**src/rtl/selector_32.sv**
```systemverilog
// Next-PC selector: combinational a/b mux for the PC register, plus registered
// observation outputs (selection copy, select history, saturating branch count).
module selector_32 #(
    parameter int WIDTH = 32,
    parameter int CNT_W = 16
) (
    input  logic             clk,
    input  logic             rst_n,
    input  logic [WIDTH-1:0] a,
    input  logic [WIDTH-1:0] b,
    input  logic             s,
    output logic [WIDTH-1:0] out,
    output logic [WIDTH-1:0] out_q,
    output logic             s_q,
    output logic [CNT_W-1:0] b_count,
    output logic             sel_toggle
);

    localparam logic [CNT_W-1:0] CNT_MAX = '1;
    localparam logic [CNT_W-1:0] CNT_ONE = CNT_W'(1);

    // The PC register samples this path directly, so it stays unregistered
    // and is independent of reset. There is no handshake: every edge samples.
    assign out = s ? b : a;

    always_ff @(posedge clk) begin
        if (!rst_n) begin
            out_q      <= '0;
            s_q        <= 1'b0;
            sel_toggle <= 1'b0;
            b_count    <= '0;
        end else begin
            out_q      <= out;
            s_q        <= s;
            sel_toggle <= (s != s_q);
            // Saturate rather than wrap so a long branch run never reads as few.
            if (s && (b_count != CNT_MAX)) begin
                b_count <= b_count + CNT_ONE;
            end
        end
    end

endmodule

```
**config.mk**
```make
export PLATFORM = sky130hd
export DESIGN_NAME = selector_32
export DESIGN_NICKNAME = d
export VERILOG_FILES = /design/src/rtl/selector_32.sv
export SDC_FILE = /design/constraint.sdc
export NUM_CORES = 1
export LEC_CHECK = 0
export ABC_CLOCK_PERIOD_IN_PS = 3000
export CAP_MARGIN = 20
export CELL_PAD_IN_SITES_DETAIL_PLACEMENT = 0
export CELL_PAD_IN_SITES_GLOBAL_PLACEMENT = 2
export CORE_ASPECT_RATIO = 0.5
export CORE_MARGIN = 2
export CORE_UTILIZATION = 21
export CTS_CLUSTER_DIAMETER = 150
export DETAILED_ROUTE_END_ITERATION = 8
export GPL_TIMING_DRIVEN = 0
export PLACE_DENSITY = 0.95
export SKIP_LAST_GASP = 1
export SLEW_MARGIN = 10
export SYNTH_ARGS = -nofsm -noshare
export SYNTH_HDL_FRONTEND = slang
export SYNTH_SLANG_ARGS = --single-unit
```
**constraint.sdc**
```tcl
create_clock -name clk -period 3 [get_ports clk]
set_clock_uncertainty 0.2 [all_clocks]
set_input_delay 0.45 -clock clk [delete_from_list [all_inputs] [get_ports clk]]
set_output_delay 0.45 -clock clk [all_outputs]
set_load 0.05 [all_outputs]
```
* Yosys cells after proc, flatten, opt, wreduce, memory -nomap -nowiden
Cells that the tools add are included.
** Storage, ports and cells
- Logic and storage cells :: 9
- Register bits :: 50
- Bits of input ports :: 67
- Output and inout port bits :: 82
** Cells by class
- Equality and inequality tests :: 2
- Reduce and logical (&&, ||, !) cells :: 1
- Mux-type cells :: 1
- $add $sub $neg :: 1
** Operators with widths (count)
- $mux 32 :: 1
- $add 16x1->16 const B :: 1
- $ne 16x16->1 const B :: 1
- $logic_and 1x1->1 :: 1
- $ne 1x1->1 :: 1

* Depth between registers and ports, before layout
- Depth after elaboration :: 2
- Mapped depth :: 6
- Gate-level depth less buffers :: 5

* Worst setup path after synthesis
Ideal clock, no wire load.
- Path type :: reg2reg
- From :: register b_count[0]
- To :: register b_count[0]
- Data required time :: 2.683 ns
- Library setup time :: 0.117 ns
- Period minus slack after synthesis :: 1.996 ns
- Stages on the path, launching flop included :: 6
- Slack :: 1.004 ns
- Arrival :: 1.679 ns
- Path buffers :: 0
- Cells stage by stage :: dfxtp_1 > ha_1 > nand4_1 > o41ai_2 > xor2_1 > nor2_1
** Between the ends
- Word-level cells in the longest chain between the ends :: 2
- Elaborated cells between the ends (all ways) :: 3
- Those cells by class :: 1 x add/sub; 1 x eq/ne; 1 x reduce/logical
** RTL lines
- start, declared :: RTL line 15 : output logic [CNT_W-1:0] b_count,
- start signal, assigned :: RTL line 38 : b_count <= b_count + CNT_ONE;
- branches (longest 2 deep; another with $add 16x1->16)
Several ways; the timed one is not identified.
A chain may end at the register's enable or synchronous reset.

* Final worst setup path
- From :: input s
- To :: output out[31]
** Between the ends
- Word-level cells in the longest chain between the ends :: 1
** RTL lines
- start, declared :: RTL line 11 : input logic s,
- $mux 32 :: RTL line 24 : assign out = s ? b : a;
- end, declared :: RTL line 12 : output logic [WIDTH-1:0] out,
Every way passes these cells.

==> flow_summary.toml <==
[run_status]
status = "finished clean"

[yosys]
yosysUniqueCellTypes = 36
ys_seq_area_share_pct = 46.2
synth_top_area_share_pct = 46.2
synth.avg_cell_area_um2 = 10.3
yosysWarnings = 0
synth.area.top_cells = "dfxtp_1 (46%), mux2_2 (17%), and2_1 (9.8%)"
synth.cell_area_um2 = 2170
synth_nets = 279
ys_seq_elements = 50
synth-edff-count = 0
ys_async_sr_fraction_pct = 0
post-synth-top-area-cell = "dfxtp_1"
yosys-top-cells-count = "dfxtp_1 (50), and2_1 (34), mux2_2 (32)"
synthCells = 211
yosysMostFrequentCell = "dfxtp_1"
yosys_most_used_dff = "dfxtp_1"

[drt]
ant_nets = 0
drtIter0Drc = 123
wirelength_um = 6890
wire_per_inst_um = 13.6
wl_met2_um = 3550
topRoutingLayerUsed = "met4"
vias = 2120
drt_pass1_iterations = 4
drc_errors = 0
routed_via_density = 4.18
dr_wl_met3_um = 247
wl_met1_um = 3030

[hold_path]
hold_path_depth = 2
hp-start = "b_count[4]"
min_to = "b_count[4]"
worstHoldPathType = "reg -> reg"

[die]
std_cell_rows = 26
fp.dieH_um = 75.9
start_util_pct = 21.4
die_area_um2 = 11200
coreArea_um2 = 10100
io_pins = 149
dieWidth_um = 148

[critical_path]
reg2reg_depth = 5
reg2reg_to = "b_count[3]"
crit_required_ps = 2350
path_class = "in -> out"
arrival_ps = 2250
r2r_slack_ps = 1130
path_max_fanout = 10
reg2reg_from = "b_count[0]"
worstSetupStartpointType = "input port"
end_kind = "output pin"

[timing]
period_share_pct = 96.6
hold_violations = 0
rsz0062_at_grt = "false"
timing.final.crit_period_ps = 2900
setup_slack_ps = 102
worst_slew_pin_slew_ps = 577
max_freq_mhz = 345
setup_violations = 0
slew_violations = 0
slew_headroom_pct = 61.6

[placed_design]
dp_hpwl_um = 5300
dp_slack_ps = -205
gp_congestion = 0.740
portBuffers = 148
dp_cells = 499

[global_route]
grt_max_degree = 15
grt_pass1_vias = 2000
track_usage_pct = 12.0
gr-total-overflow = 0
grt_pass1_wl_um = 10500
antenna_found_initial = 0

[clock_network]
cts_setup_buffers = 0
clock_latency_ps = 290
root_buffer = "clkbuf_16"
htree_levels = 2
path_clk_slew_ps = 60
cts-buffers-inserted = 5
clock_sinks = 50
cts_tree = "built"
cts.path.max_buffers = 2

[run]
maxCapViolCount = 0

[power]
ir_drop_uv = 216
p_total_mw = 1.89
p_per_area_nw_per_um2 = 477
power_leakage_nw = 1.46

[finish]
drive_gt1_share_pct = 13.6
n_fill_cell = 1007
multi_input_area_um2 = 1110
regArea_um2 = 1000
finalNetCount = 434
num_antenna_cells = 0
final_cells = 507
area_growth_pct = 82.6
-- metrics by stage --
step	cell area [um2]	hold WS [ps]	setup TNS [ps]	utilization [%]
6_report	3960	302	0	39.1
5_1_grt	3960	343	0	39.1
4_1_cts	3960	305	0	39.1
3_5_place_dp	3820	295	-1200	37.8
3_3_place_gp	3820	289	-1820	37.8
2_1_floorplan	2170	400	0	-
-- layer usage --
metal | GRT usage (%) | up-vias
met3 | 3.35 | 7
li1 | - | 1053
met5 | 0 | -
met4 | 3.31 | 0
met2 | 20.9 | 42
met1 | 14.9 | 1018
-- state kept, by name (all words and copies together) (netlist names) --
signal,count
s_q,1
sel_toggle,1
b_count,16
out_q,32
-- power breakdown --
part           internal (mW)  switching, mW  leakage (nW)  total, mW
logic                  0.216          0.329         0.972      0.545
clock network          0.395          0.241        0.0781      0.636
registers              0.697         0.0104         0.413      0.707
total                   1.31          0.581          1.46       1.89
-- worst max-delay path, stage by stage --
cell and delay, ps:
clkdlybuf4s50_1 510, buf_4 210, mux2_2 370, clkdlybuf4s50_1 700
-- cell families after synthesis --
family	count (synthesis)	synth area share, %
xor gates and xnor gates	2	0.808
buffers and inverters	12	2.42
and+or+nand+nor	87	24.6
muxes	37	18.9
adders and majority gates	1	0.577
DFF	50	46.2
AOI/OAI and AO/OA	22	6.46
-- cell type report --
cell class                 count  share of cell area [%]
buffer                         9                    1.11
clock buffer                   7                    3.35
clock inverter                 1                   0.759
inverter                       3                   0.284
multi-input combinational    149                    28.2
sequential                    50                    25.3
tap                          140                    4.42
timing repair buffer         148                    36.6
-- cell usage in the layout (no fill, tap or decap), drive strengths merged --
cell type	synthesis	final
xor2	1	1
and4	1	1
bufinv	0	1
mux2	32	32
or3	4	4
inv	2	2
or4	3	3
nand3	7	7
and3	3	3
nand2	13	13
clkbuf	5	13
a31oi	1	1
and2	34	34
o21ai	5	5
nor4	3	3
clkinv	1	1
clkdlybuf4s50	0	123
ha	1	1
nand4	6	6
a21oi	9	9
buf	4	3
nor2	5	5
dlygate4sd2	0	25
o311ai	1	1
nor3	2	2
dfxtp	50	50
xnor2	1	1
mux2i	5	5
nand2b	6	6
o41ai	2	2
o31ai	4	4
-- worst max-delay path by stage --
stage	start	end	slack, ps	depth (start not counted)
after floorplan	b_count[0]	b_count[0]	1000	5
after global placement	s	out[30]	-250	5
after detailed placement	s	out[30]	-210	5
after CTS	s	out[30]	70	5
after global routing	s	out[3]	20	4
final	s	out[31]	100	4
-- timing repair --
| item | 4_1_cts | 5_1_grt |
|---|---|---|
| endpoints found under the setup margin | 25 | 3 |
| gates resized for setup | 25 | 1 |
| hold buffers | 0 | 0 |
Power figures use the tool's default switching activity.
